### config.mk
export PLATFORM = sky130hd
export DESIGN_NAME = uart_tx_frame
export DESIGN_NICKNAME = d
export VERILOG_FILES = /design/src/rtl/uart_tx_frame.sv
export SDC_FILE = /design/constraint.sdc
export NUM_CORES = 1
export LEC_CHECK = 0
export ABC_AREA = 1
export BUFFER_PORTS_ARGS = -buffer_cell sky130_fd_sc_hd__buf_2
export CORE_ASPECT_RATIO = 1.2
export CORE_MARGIN = 2
export CORE_UTILIZATION = 50
export CTS_CLUSTER_SIZE = 30
export DETAILED_ROUTE_END_ITERATION = 8
export PLACE_DENSITY = 0.66
export SETUP_SLACK_MARGIN = 0.3
export SLEW_MARGIN = 20
export SYNTH_ARGS = -nofsm -noshare
export SYNTH_HDL_FRONTEND = slang
export SYNTH_SLANG_ARGS = --single-unit
export TNS_END_PERCENT = 50
### constraint.sdc
create_clock -name i_clk -period 2.6 [get_ports i_clk]
set_clock_uncertainty 0.2 [all_clocks]
set_input_delay 0.26 -clock i_clk [delete_from_list [all_inputs] [get_ports i_clk]]
set_output_delay 0.26 -clock i_clk [all_outputs]
set_load 0.05 [all_outputs]
### src/rtl/uart_tx_frame.sv
// uart_tx_frame: parametrised UART transmitter.
// Configurable data width, runtime parity (none/even/odd), 1 or 2 stop bits,
// internal baud divider and gap-free back-to-back frames from an AXI-Stream source.
// Data, divisor, parity mode and stop-bit count are captured on accept, so the
// configuration inputs may change freely while a frame is on the line.

module uart_tx_frame #(
    parameter int DATA_BITS = 8,
    parameter int DIV_W     = 16
) (
    input  logic                 i_clk,
    input  logic                 i_rst,
    input  logic [DATA_BITS-1:0] s_axis_data,
    input  logic                 s_axis_valid,
    output logic                 s_axis_ready,
    input  logic [DIV_W-1:0]     cfg_div,
    input  logic [1:0]           cfg_parity,
    input  logic                 cfg_stop2,
    output logic                 tx,
    output logic                 busy,
    output logic                 frame_done
);

    localparam int               IDX_W    = (DATA_BITS > 1) ? $clog2(DATA_BITS) : 1;
    localparam logic [IDX_W-1:0] LAST_IDX = IDX_W'(DATA_BITS - 1);

    localparam logic [2:0] ST_IDLE   = 3'd0;
    localparam logic [2:0] ST_START  = 3'd1;
    localparam logic [2:0] ST_DATA   = 3'd2;
    localparam logic [2:0] ST_PARITY = 3'd3;
    localparam logic [2:0] ST_STOP   = 3'd4;

    localparam logic [1:0] PAR_EVEN = 2'b01;
    localparam logic [1:0] PAR_ODD  = 2'b10;

    // Current frame state and the configuration captured at accept.
    logic [2:0]           state,      nxt_state;
    logic [DIV_W-1:0]     timer,      nxt_timer;
    logic [IDX_W-1:0]     idx,        nxt_idx;
    logic                 stop_extra, nxt_stop_extra;  // another stop bit follows the current one
    logic [DATA_BITS-1:0] data_q,     nxt_data;
    logic [DIV_W-1:0]     div_q,      nxt_div;
    logic [1:0]           par_q,      nxt_par;
    logic                 stop2_q,    nxt_stop2;

    logic accept;
    logic frame_end;
    logic par_en;
    logic tx_d;
    logic frame_done_d;

    // Ready depends only on registered state (and reset), never on s_axis_valid.
    always_comb begin
        frame_end    = (state == ST_STOP) && (timer == '0) && !stop_extra;
        s_axis_ready = !i_rst && ((state == ST_IDLE) || frame_end);
        accept       = s_axis_valid && s_axis_ready;
        par_en       = (par_q == PAR_EVEN) || (par_q == PAR_ODD);
    end

    // Next-state logic: bit timer, bit index, stop-bit bookkeeping and capture on accept.
    always_comb begin
        // NOTE: every variable gets a default before any branch so no latch is inferred.
        nxt_state      = state;
        nxt_timer      = timer;
        nxt_idx        = idx;
        nxt_stop_extra = stop_extra;
        nxt_data       = data_q;
        nxt_div        = div_q;
        nxt_par        = par_q;
        nxt_stop2      = stop2_q;

        if (accept) begin
            nxt_data       = s_axis_data;
            nxt_div        = cfg_div;
            nxt_par        = cfg_parity;
            nxt_stop2      = cfg_stop2;
            nxt_state      = ST_START;
            nxt_timer      = cfg_div;
            nxt_idx        = '0;
            nxt_stop_extra = 1'b0;
        end else if (state != ST_IDLE) begin
            if (timer != '0) begin
                nxt_timer = timer - 1'b1;
            end else begin
                nxt_timer = div_q;
                case (state)
                    ST_START: begin
                        nxt_state = ST_DATA;
                        nxt_idx   = '0;
                    end
                    ST_DATA: begin
                        if (idx == LAST_IDX) begin
                            nxt_state      = par_en ? ST_PARITY : ST_STOP;
                            nxt_stop_extra = stop2_q;
                        end else begin
                            nxt_idx = idx + 1'b1;
                        end
                    end
                    ST_PARITY: nxt_state = ST_STOP;
                    ST_STOP: begin
                        if (stop_extra) begin
                            nxt_stop_extra = 1'b0;
                        end else begin
                            nxt_state = ST_IDLE;
                            nxt_timer = '0;
                        end
                    end
                    default: begin
                        nxt_state = ST_IDLE;
                        nxt_timer = '0;
                    end
                endcase
            end
        end
    end

    // Line level and frame-end flag for the upcoming cycle, so the outputs can be registered.
    always_comb begin
        case (nxt_state)
            ST_START:  tx_d = 1'b0;
            ST_DATA:   tx_d = nxt_data[nxt_idx];
            ST_PARITY: tx_d = (nxt_par == PAR_ODD) ? ~^nxt_data : ^nxt_data;
            default:   tx_d = 1'b1;
        endcase
        frame_done_d = (nxt_state == ST_STOP) && (nxt_timer == '0) && !nxt_stop_extra;
    end

    // State, captured configuration and registered outputs.
    always_ff @(posedge i_clk) begin
        if (i_rst) begin
            // NOTE: the captured word/config are reset too; they are a handful of flops, not a memory.
            state      <= ST_IDLE;
            timer      <= '0;
            idx        <= '0;
            stop_extra <= 1'b0;
            data_q     <= '0;
            div_q      <= '0;
            par_q      <= '0;
            stop2_q    <= 1'b0;
            tx         <= 1'b1;
            busy       <= 1'b0;
            frame_done <= 1'b0;
        end else begin
            // NOTE: non-blocking assignments so every register samples pre-edge values.
            state      <= nxt_state;
            timer      <= nxt_timer;
            idx        <= nxt_idx;
            stop_extra <= nxt_stop_extra;
            data_q     <= nxt_data;
            div_q      <= nxt_div;
            par_q      <= nxt_par;
            stop2_q    <= nxt_stop2;
            tx         <= tx_d;
            busy       <= (nxt_state != ST_IDLE);
            frame_done <= frame_done_d;
        end
    end

endmodule
==> results by group, run 1 <==
GRT
  • Gr usage total: 26.34%
  • Remaining Overflow, GRT: 0
  • Vias in the first global route: 3318
  • Initial antenna violation count: 0
  • First-pass GRT wire length: 15.18 mm
  • Maximum number of pins on one net before global-route repair: between 50 and 60

Layout
  • Area Growth Syn to Fin: 30.58%
  • Layout cells sized above 1: approximately 29%
  • Final #Nets: about 630
  • Filler cell count: 556
  • N_diodes: 0

Timing
  • FMAX: 0.4287 GHz
  • Fin crit share: 89.71%
  • Relative slew slack: 62.44%
  • RSZ-0062 raised after global routing: true
  • Final worst slack: 0.2674 ns
  • Final hold violation count: 0
  • Worst-margin pin slew: 0.5634 ns
  • Setup TNS Final: 0 ns
  • Setup-failing EPs final: 0
  • Final Max Tran Viols: 0
  • Post-route minimum period: 2.333 ns

Critical path
  • Reg-to-Reg Start: timer[3]
  • Critical path arrival: 2.39 ns
  • Critical Path Source: timer[3]
  • Slowest CP cell: dfxtp_4
  • Critical path class: reg2reg
  • CP required: 2.66 ns
  • Crit-path most repeated cell: nand2_4
  • CP Launch Type: flip-flop
  • WP buf/inv: 5
  • Largest delay share family, worst path: simple AND/OR/NAND/NOR gates
  • Largest fanout on the critical path: 8
  • Delay of the slowest critical-path stage: 0.37 ns
  • CP Cell Sequence: nor2_4 > nand2_4 > nor2_4 > nand2_4 > nand2_4 > nand3_4 > buf_12 > buf_12 > nand2_4 > nand2_4 > buf_4 > buf_4 > nand2_1 > o211ai_1 > nand3_1 > nand3_1 > nand2_1 > inv_1 > nand2_1
  • CP endpoint kind: flip-flop
  • R2R Setup Slk: 0.27 ns

Placement
  • Dpl hpwl: 6.170 mm
  • I/O Buffers: 33
  • Gpl congestion: 0.9103
  • Post-Place Worst Slack: 0.1671 ns

Synth
  • Synthesized flop and latch total: between 50 and 60
  • Mapped Nets: 561
  • Synthesis Warnings: 0
  • Sequential element share of the synthesized area: 32.42%
  • Post-Syn Area: roughly 0.0033 mm²
  • Synth top area share: 32.42%
  • EDFF count, synth: 0
  • Post-synth ARST share: 0%
  • Synth top area cells: dfxtp_1 32%, nand2_1 22%, nor2_1 7.0%
  • Syn Area/Cell: 6.199 µm²
  • Most numerous cell in the Yosys netlist: nand2_1
  • Cells after Synth: 528
  • Synth top cells by count: 188 x nand2_1, 61 x nor2_1, 55 x inv_1, 53 x dfxtp_1, 31 x a21oi_1
  • Post-synth top area cell: dfxtp_1
  • Synth Flop Type: dfxtp_1
  • Post-synth cell types: 34

Worst hold path
  • Hold Crit Start: cfg_div[14]
  • Type of the most critical hold path: in2reg

Clock network
  • Clock latency on the worst-skew pair: between 0.3 and 0.4 ns
  • Number of CTS-inserted buffers: 5
  • Clock root buffer: clkbuf_8
  • CTS clock-pin slew for the worst setup and hold paths: 0.10 ns
  • CTS max path bufs: 2
  • CTS H-tree lvls: 2
  • CTS tree: done
  • Clock sink total: 53

Drt
  • DRC violations left: 0
  • Antenna Violating Nets Remaining: 0
  • DR vias/cell: approximately 5.3
  • Via Count: 3614
  • Drt pass-1 iters: 4
  • First DRT Iteration DRCs: 250
  • Routed len/inst: 13.99 µm
  • Post-Route WL: 9.512 mm

Floorplanning
  • CORE AREA: 0.006366 mm²
  • Die area: 0.007212 mm²
  • Core Rows: 32
  • DIE HEIGHT: about 93 µm
  • Die X: between 70 and 80 µm
  • Ports: 34
  • Initial Utilization: 51.42%

Run status
  • Status: completed

Power and ir drop
  • Worst IR Drop VDD: 0.5702 mV
  • LEAKAGE: 2.100 nW
  • Pwr Density: around 1400 mW/mm²

Run
  • Maxcap violations: 0
layout make-up:
cell class	count	area, µm²	area share (%)
well taps	85	106.4	2.488
clock inverters	2	35.03	0.8197
flip-flops and latches	53	1086	25.41
multi-input cells	394	2076	48.57
inverters	61	241.5	5.650
repair buffers	80	660.6	15.46
clock buffers	5	68.82	1.610
path summary, 6_finish.rpt:
kind / to / depth (start not counted)
worst max-delay path: tx / 19
worst min-delay path: div_q[14] / 3
worst max register to register: tx / 19
worst min register to register: div_q[11] / 2
what timing repair did:
action                                  4_1_cts  5_1_grt
hold buffers                                  1        0
gates resized for setup                      24       78
gates cloned                                  3        1
endpoints found under the setup margin        3        4
setup buffers                                 9       13
endpoints found under the hold margin         1        0
pin swaps                                     9       34
per-stage QoR:
stage | utilization, % | hold slack [ns] | std cells | instance area, µm² | total power, W
floorplan | - | 0.2038 | 528 | 3273 | 0.003614
global route | 67.14 | 0.01538 | 680 | 4274 | 0.006416
finish | 67.14 | 0.01355 | 680 | 4274 | 0.005917
global placement | 56.05 | 0.2516 | 646 | 3568 | 0.004381
CTS | 61.28 | 0.001467 | 666 | 3901 | 0.005304
detailed placement | 56.05 | 0.2568 | 646 | 3568 | 0.004395
cells by family after synthesis:
| family | after synthesis | synth area share [%] |
|---|---|---|
| simple gates | 310 | 40.33 |
| buf+inv | 81 | 10.86 |
| compound gates | 75 | 13.65 |
| flops | 53 | 32.42 |
| xor+xnor | 6 | 1.606 |
| fa+ha+maj | 3 | 1.147 |
state kept, by name, summed over array words and instances, names as in the netlist:
signal      count
busy            1
tx              1
idx             3
div_q          16
stop_extra      1
par_q           2
timer          16
frame_done      1
stop2_q         1
data_q          8
state           3
power breakdown:
group | leakage, nW | switching [W] | internal [W]
clock | 0.0540 | 0.000280 | 0.000281
sequential | 0.440 | 0.000218 | 0.00105
combinational | 1.61 | 0.00243 | 0.00166
worst min-delay path, stage by stage:
cell	delay, ns
buf_2	0.10
nand2_1	0.07
a21oi_1	0.06
routing by layer:
layer  part of all wire, %  track usage [%]
met1                    41            31.69
met2                    52            47.70
met3                   3.6            2.924
met5                     0                0
met4                   3.3            9.821
placed cells by master, fill, tap and decap left out, types with 6 or more instances in the layout:
master,instances
buf_2,33
nand3_1,22
nand2_2,24
nand4_1,14
inv_1,51
nor2_1,54
nand2_1,157
buf_4,36
o211ai_1,10
a21oi_1,30
nand2_4,12
nor2_4,9
o21ai_0,21
dfxtp_2,11
inv_2,6
dfxtp_1,39
Note: power is estimated with default switching activity, not from simulation.
==> run 2: changes to the inputs <==
CAP_MARGIN = 10   (was default)
CORE_UTILIZATION = 40   (was 50)
PLACE_DENSITY = 0.55   (was 0.66)
SETUP_SLACK_MARGIN = 0.2   (was 0.3)
==> results by group, run 2 (synthesized netlist as in run 1, its figures left out) <==
Run status
  • Status: completed

Timing
  • Final hold violation count: 0 (unchanged)
  • RSZ-0062 raised after global routing: true
  • FMAX: 0.4332 GHz (+1.1%)
  • Post-route minimum period: 2.308 ns (-0.02432 ns)
  • Final worst slack: 0.2918 ns (+0.02432 ns)
  • Setup TNS Final: 0 ns (unchanged)
  • Final hold slack: 0.003019 ns (-0.01053 ns)
  • Setup-failing EPs final: 0 (unchanged)
  • Worst-margin pin slew: 0.5565 ns (-0.006884 ns)
  • Relative slew slack: 62.90% (+0.46 points)
  • Fin crit share: 88.78% (-0.94 points)
  • Final Max Tran Viols: 0 (unchanged)

Floorplanning
  • Die X: 86.58 µm (+11%)
  • Die area: 0.008925 mm² (+24%)
  • Initial Utilization: 40.82% (-11 points)
  • Ports: 34 (unchanged)
  • CORE AREA: 0.008018 mm² (+26%)
  • Core Rows: 36 (+13%)
  • DIE HEIGHT: 103.1 µm (+11%)

GRT
  • First-pass GRT wire length: 15.17 mm (about the same)
  • Initial antenna violation count: 0 (unchanged)
  • Remaining Overflow, GRT: 0 (unchanged)
  • Vias in the first global route: 3253 (-2.0%)
  • Gr usage total: 21.48% (-4.9 points)
  • Maximum number of pins on one net before global-route repair: 52 (unchanged)

Placement
  • Post-Place Worst Slack: 0.1408 ns (-0.02638 ns)
  • Dpl hpwl: 6.299 mm (+2.1%)
  • Gpl congestion: 0.8721 (-4.2%)
  • I/O Buffers: 33 (unchanged)

Drt
  • DR vias/cell: 5.027 (-5.4%)
  • DRC violations left: 0 (unchanged)
  • Antenna Violating Nets Remaining: 0 (unchanged)
  • Via Count: 3408 (-5.7%)
  • Drt pass-1 iters: 5 (+1)
  • Post-Route WL: 9.053 mm (-4.8%)
  • First DRT Iteration DRCs: 153 (-39%)
  • Routed len/inst: 13.35 µm (-4.5%)

Critical path
  • Critical path arrival: 2.36 ns (-0.03 ns)
  • Crit-path most repeated cell: nand2_4
  • CP Launch Type: flip-flop
  • Largest fanout on the critical path: 7 (-1)
  • Critical path class: reg2reg
  • WP buf/inv: 3 (-2)
  • CP required: 2.65 ns (about the same)
  • Slowest CP cell: dfxtp_4
  • Reg2reg end: frame_done
  • Reg2reg path depth: 16 (-3)
  • CP Cell Sequence: nor2_4 > nand2_2 > nor2_4 > nand2_4 > nand2_4 > nand3_4 > buf_12 > buf_12 > buf_8 > nand2_4 > nand2_1 > nor2_1 > nand3_1 > nor2_2 > nand3_1 > nor2_1
  • Largest delay share family, worst path: simple AND/OR/NAND/NOR gates
  • Reg-to-Reg Start: timer[5]
  • Delay of the slowest critical-path stage: 0.38 ns (about the same)
  • CP endpoint kind: flip-flop
  • R2R Setup Slk: 0.29 ns (+0.02 ns)

Clock network
  • CTS H-tree lvls: 2 (unchanged)
  • CTS clock-pin slew for the worst setup and hold paths: 0.10 ns (about the same)
  • Clock latency on the worst-skew pair: 0.31 ns (about the same)
  • Number of CTS-inserted buffers: 5 (unchanged)
  • Clock root buffer: clkbuf_8
  • CTS max path bufs: 2 (unchanged)
  • Clock sink total: 53 (unchanged)
  • CTS tree: done

Layout
  • Layout cells sized above 1: 25.21% (-3.9 points)
  • Commonest cells after routing, fill and taps aside: 168 x nand2_1, 53 x inv_1, 52 x nor2_1, 41 x dfxtp_1, 33 x buf_2
  • Final #Nets: 616 (-1.9%)
  • Area Growth Syn to Fin: 25.31%
  • Largest regs: div_q: 16 flops, timer: 16 flops, data_q: 8 flops
  • Commonest non-fill, non-tap cell in the layout: nand2_1
  • N_diodes: 0 (unchanged)

Worst hold path
  • Worst hold stages: 3 (unchanged)
  • Hold EP: div_q[8]
  • Hold Crit Start: cfg_div[8]
  • Type of the most critical hold path: in2reg

Power and ir drop
  • LEAKAGE: 2.011 nW (-4.2%)
  • Pwr Density: 1385 mW/mm² (about the same)
  • Combinational share of power: 67.9% (-1.2 points)
  • Psw: 0.002828 W (-3.3%)
  • Cell internal pwr: 0.002851 W (-4.7%)
  • Seq pwr share: 22.0% (+0.6 points)
  • Clock Power Share: 10.0% (+0.5 points)
  • Worst IR Drop VDD: 0.4485 mV (-21%)
  • Switching Share: 49.79% (+0.35 points)

Run
  • Maxcap violations: 0 (unchanged)
-- run 2: area by class of cell --
class / instances / area (µm²)
fill: 855 / 3916
multi-input combinational: 395 / 2038
sequential: 53 / 1084
timing repair buffer: 67 / 525.5
inverter: 61 / 231.5
tap: 95 / 118.9
clock buffer: 5 / 68.82
clock inverter: 2 / 35.03
-- run 2: tightest hold or removal path: cells and delay by family --
kind / cells / cell delay (ns)
AOI/OAI and AO/OA: 1 / 0.05
buffers and inverters: 1 / 0.09
and+or+nand+nor: 1 / 0.07
-- run 2: metal layers --
layer	part of all wire, %	vias to the layer above	track usage, %
met2	53	45	40.36
met4	1.8	0	6.611
met1	43	1560	25.02
li1	-	1789	-
met5	0	-	0
met3	2.8	14	3.042
-- run 2: worst max-delay path by stage --
stage	startpoint	end	slack [ns]	depth (start not counted)
global route	timer[3]	tx	0.15	20
floorplan	timer[0]	tx	0.48	20
CTS	timer[0]	tx	0.18	15
global placement	timer[0]	tx	0.17	20
finish	timer[5]	frame_done	0.29	16
detailed placement	timer[0]	tx	0.14	20
-- run 2: repair_timing --
item | in CTS | in global routing
setup endpoints to repair | 2 | 4
buffers inserted | 0 | 12
cloned | 2 | 1
gates resized for setup | 8 | 67
endpoints found under the hold margin | 1 | 0
pin swaps | 1 | 32
hold buffers | 1 | 0
-- run 2: power groups by stage --
stage	Combinational [W]	Clock (W)	Sequential [W]
3_5_place_dp	0.00322	0	0.00121
4_1_cts	0.00333	0.000585	0.00119
5_1_grt	0.00435	0.000619	0.00128
3_3_place_gp	0.00323	0	0.00121
6_report	0.00386	0.000570	0.00125
2_1_floorplan	0.00241	0	0.00120
-- run 2: through the flow --
step	std cells	util [%]	power [W]	cell area, µm²
2_1_floorplan	528	-	0.003614	3273
3_5_place_dp	655	44.88	0.004432	3598
5_1_grt	678	51.15	0.006254	4101
4_1_cts	665	47.07	0.005102	3774
6_report	678	51.15	0.005679	4101
3_3_place_gp	655	44.88	0.004437	3598
==> run 3: changes to the inputs <==
ABC_AREA = default   (was 1)
CORE_MARGIN = default   (was 2)
PLACE_DENSITY = 0.57   (was 0.55)
clock period = 1.9 ns   (was 2.6 ns; I/O delays follow)
==> results by group, run 3 <==
Run status
  • Status: finished, violations left
  • Failing checks: negative setup slack

GRT
  • Maximum number of pins on one net before global-route repair: 47 (-9.6%)
  • Vias in the first global route: 3516 (+8.1%)
  • Gr usage total: 28.64% (+7.2 points)
  • Remaining Overflow, GRT: 0 (unchanged)
  • Initial antenna violation count: 0 (unchanged)
  • First-pass GRT wire length: 17.48 mm (+15%)

Timing
  • Relative slew slack: 61.69% (-1.2 points)
  • Post-route minimum period: 2.683 ns (+0.3749 ns)
  • Final worst slack: -0.7831 ns (-1.075 ns)
  • FMAX: 0.3727 GHz (-14%)
  • Worst-margin pin slew: 0.5747 ns (+0.01818 ns)
  • Setup-failing EPs final: 54 (+54)
  • Final hold violation count: 0 (unchanged)
  • Final Max Tran Viols: 0 (unchanged)
  • RSZ-0062 raised after global routing: true
  • Fin crit share: 141.2% (+52 points)

Drt
  • First DRT Iteration DRCs: 251 (+64%)
  • Post-Route WL: 11.02 mm (+22%)
  • DR vias/cell: 5.602 (+11%)
  • Antenna Violating Nets Remaining: 0 (unchanged)
  • Routed len/inst: 17.14 µm (+28%)
  • Via Count: 3602 (+5.7%)
  • DRC violations left: 0 (unchanged)
  • Drt pass-1 iters: 5 (unchanged)

Clock network
  • Clock latency on the worst-skew pair: 0.32 ns (about the same)
  • Number of CTS-inserted buffers: 5 (unchanged)
  • CTS H-tree lvls: 2 (unchanged)
  • CTS clock-pin slew for the worst setup and hold paths: 0.10 ns (about the same)
  • Clock sink total: 53 (unchanged)
  • CTS max path bufs: 2 (unchanged)
  • Clock root buffer: clkbuf_8
  • CTS tree: done

Power and ir drop
  • Clock Power Share: 14.1% (+4.1 points)
  • Pwr Density: 930.9 mW/mm² (-33%)
  • Combinational share of power: 57.3% (-11 points)
  • Seq pwr share: 28.6% (+6.6 points)
  • LEAKAGE: 2.084 nW (+3.7%)
  • Psw: 0.001845 W (-35%)
  • Tot Pwr: 0.004703 W (-17%)
  • Cell internal pwr: 0.002858 W (+0.22%)
  • Worst IR Drop VDD: 0.5851 mV (+30%)
  • Switching Share: 39.24% (-11 points)

Layout
  • Commonest cells after routing, fill and taps aside: 106 x buf_4, 58 x nand2_1, 47 x dfxtp_1, 33 x a21oi_1, 32 x buf_2
  • Layout cells sized above 1: 45.03% (+20 points)
  • Seq. cell area: 0.001069 mm² (-1.4%)
  • Non-Filler Instances: 643 (-5.2%)
  • Post-route cell area: 0.005052 mm² (+23%)
  • Commonest non-fill, non-tap cell in the layout: buf_4
  • N_diodes: 0 (unchanged)
  • Area Growth Syn to Fin: 65.76%
  • Final #Nets: 585 (-5.0%)
  • Filler cell count: 574 (-33%)
  • Largest regs: div_q: 16 flops, timer: 16 flops, data_q: 8 flops
  • Area of the multi-input gates: 0.002143 mm² (+5.2%)
  • Util after Layout: 69.05% (+18 points)

Synth
  • Cells after Synth: 377 (-29%)
  • Post-synth top area cell: dfxtp_1
  • Post-synth ARST share: 0% (unchanged)
  • Post-synth cell types: 67 (+97%)
  • Synth top area share: 34.81% (+2.4 points)
  • Synthesized flop and latch total: 53 (unchanged)
  • EDFF count, synth: 0 (unchanged)
  • Synthesis Warnings: 0 (unchanged)
  • Sequential element share of the synthesized area: 34.81% (+2.4 points)
  • Synth top cells by count: 68 x nand2_1, 53 x dfxtp_1, 42 x a21oi_1, 24 x nor2_1, 14 x clkbuf_1
  • Synth Flop Type: dfxtp_1
  • Mapped Nets: 410 (-27%)
  • Synth top area cells: dfxtp_1 35%, nand2_1 8.4%, a21oi_1 6.9%
  • Most numerous cell in the Yosys netlist: nand2_1
  • Post-Syn Area: 0.003048 mm² (-6.9%)
  • Syn Area/Cell: 8.085 µm² (+30%)

Critical path
  • CP required: 1.94 ns (-0.71 ns)
  • Critical path class: reg2reg
  • Largest fanout on the critical path: 5 (-2)
  • Crit-path most repeated cell: or4_4
  • Slowest CP cell: or4_4
  • Critical path arrival: 2.72 ns (+0.36 ns)
  • Delay of the slowest critical-path stage: 0.60 ns (+0.22 ns)
  • Largest delay share family, worst path: simple AND/OR/NAND/NOR gates
  • Crit path depth: 8 (-8)
  • WP buf/inv: 1 (-2)
  • Reg2reg path depth: 8 (-8)
  • CP Launch Type: flip-flop
  • CP endpoint kind: flip-flop
  • R2R Setup Slk: -0.78 ns (-1.07 ns)
  • CP Cell Sequence: or4_4 > nor2_8 > buf_6 > a211oi_1 > a221oi_1 > a21oi_1 > or4_4 > nor4_2

Floorplanning
  • Ports: 34 (unchanged)
  • DIE HEIGHT: 97.62 µm (-5.3%)
  • Core Rows: 34 (-5.6%)
  • Die area: 0.007974 mm² (-11%)
  • Initial Utilization: 41.66% (+0.83 points)
  • CORE AREA: 0.007317 mm² (-8.7%)
  • Die X: 81.69 µm (-5.6%)

Placement
  • Area after DPL: 0.004133 mm² (+15%)
  • Dpl cells: 587 (-10%)
  • Post-Place Worst Slack: -0.7806 ns (-0.9214 ns)
  • Dpl hpwl: 7.331 mm (+16%)
  • I/O Buffers: 33 (unchanged)
  • Gpl congestion: 0.9780 (+12%)

Worst hold path
  • Type of the most critical hold path: in2reg
  • Worst hold stages: 4 (+1)

Run
  • Maxcap violations: 0 (unchanged)
run 3: cell families after synthesis:
family                     synth area share, %
adders and majority gates                1.232
xor gates and xnor gates                 2.873
AOI/OAI and AO/OA                        25.99
and+or+nand+nor                          28.41
muxes                                    1.355
DFF                                      34.81
buffers and inverters                    5.336
run 3: layout make-up:
type	instances	share of cell area [%]
well taps	90	2.229
multi-input cells	291	42.42
clock buffers	7	1.511
clock inverters	1	0.1486
flip-flops and latches	53	21.15
repair buffers	192	31.87
inverters	9	0.6686
run 3: power groups by stage:
stage	combinational [W]	clock, W	sequential [W]
6_report	0.00270	0.000661	0.00135
3_5_place_dp	0.00209	0	0.00136
2_1_floorplan	0.00112	0	0.00138
5_1_grt	0.00286	0.000715	0.00136
3_3_place_gp	0.00208	0	0.00135
4_1_cts	0.00242	0.000672	0.00133
run 3: metal layers:
layer	global-route usage (%)	part of all wire (%)	vias to the layer above
met3	4.883	5.9	32
li1	-	-	1736
met4	10.12	2.8	0
met2	45.45	48	143
met5	0	0	-
met1	38.40	44	1691
run 3: what timing repair did:
item | CTS | global route
resized for setup | 62 | 30
pin swaps | 18 | 9
setup endpoints to repair | 54 | 54
hold buffers | 26 | 0
setup buffers | 9 | 11
hold endpoints to repair | 34 | 0
gates cloned | 2 | 0
run 3: stage by stage:
stage	hold WS [ns]	TNS, ns
6_report	0.02736	-22.85
3_3_place_gp	0.2294	-18.72
4_1_cts	0.03065	-21.29
3_5_place_dp	0.2368	-19.20
5_1_grt	0.03115	-26.71
2_1_floorplan	0.1260	-16.24
run 3: tightest hold or removal path, delay by kind of cell:
kind            cells  cell delay, ns
simple gates        1            0.06
buf+inv             2            0.22
compound gates      1            0.04
run 3: path summary, 6_finish.rpt:
kind	to	startpoint
worst max-delay path	frame_done	timer[6]
worst min-delay path	div_q[14]	cfg_div[14]
worst max register to register	frame_done	timer[6]
worst min register to register	div_q[9]	div_q[9]
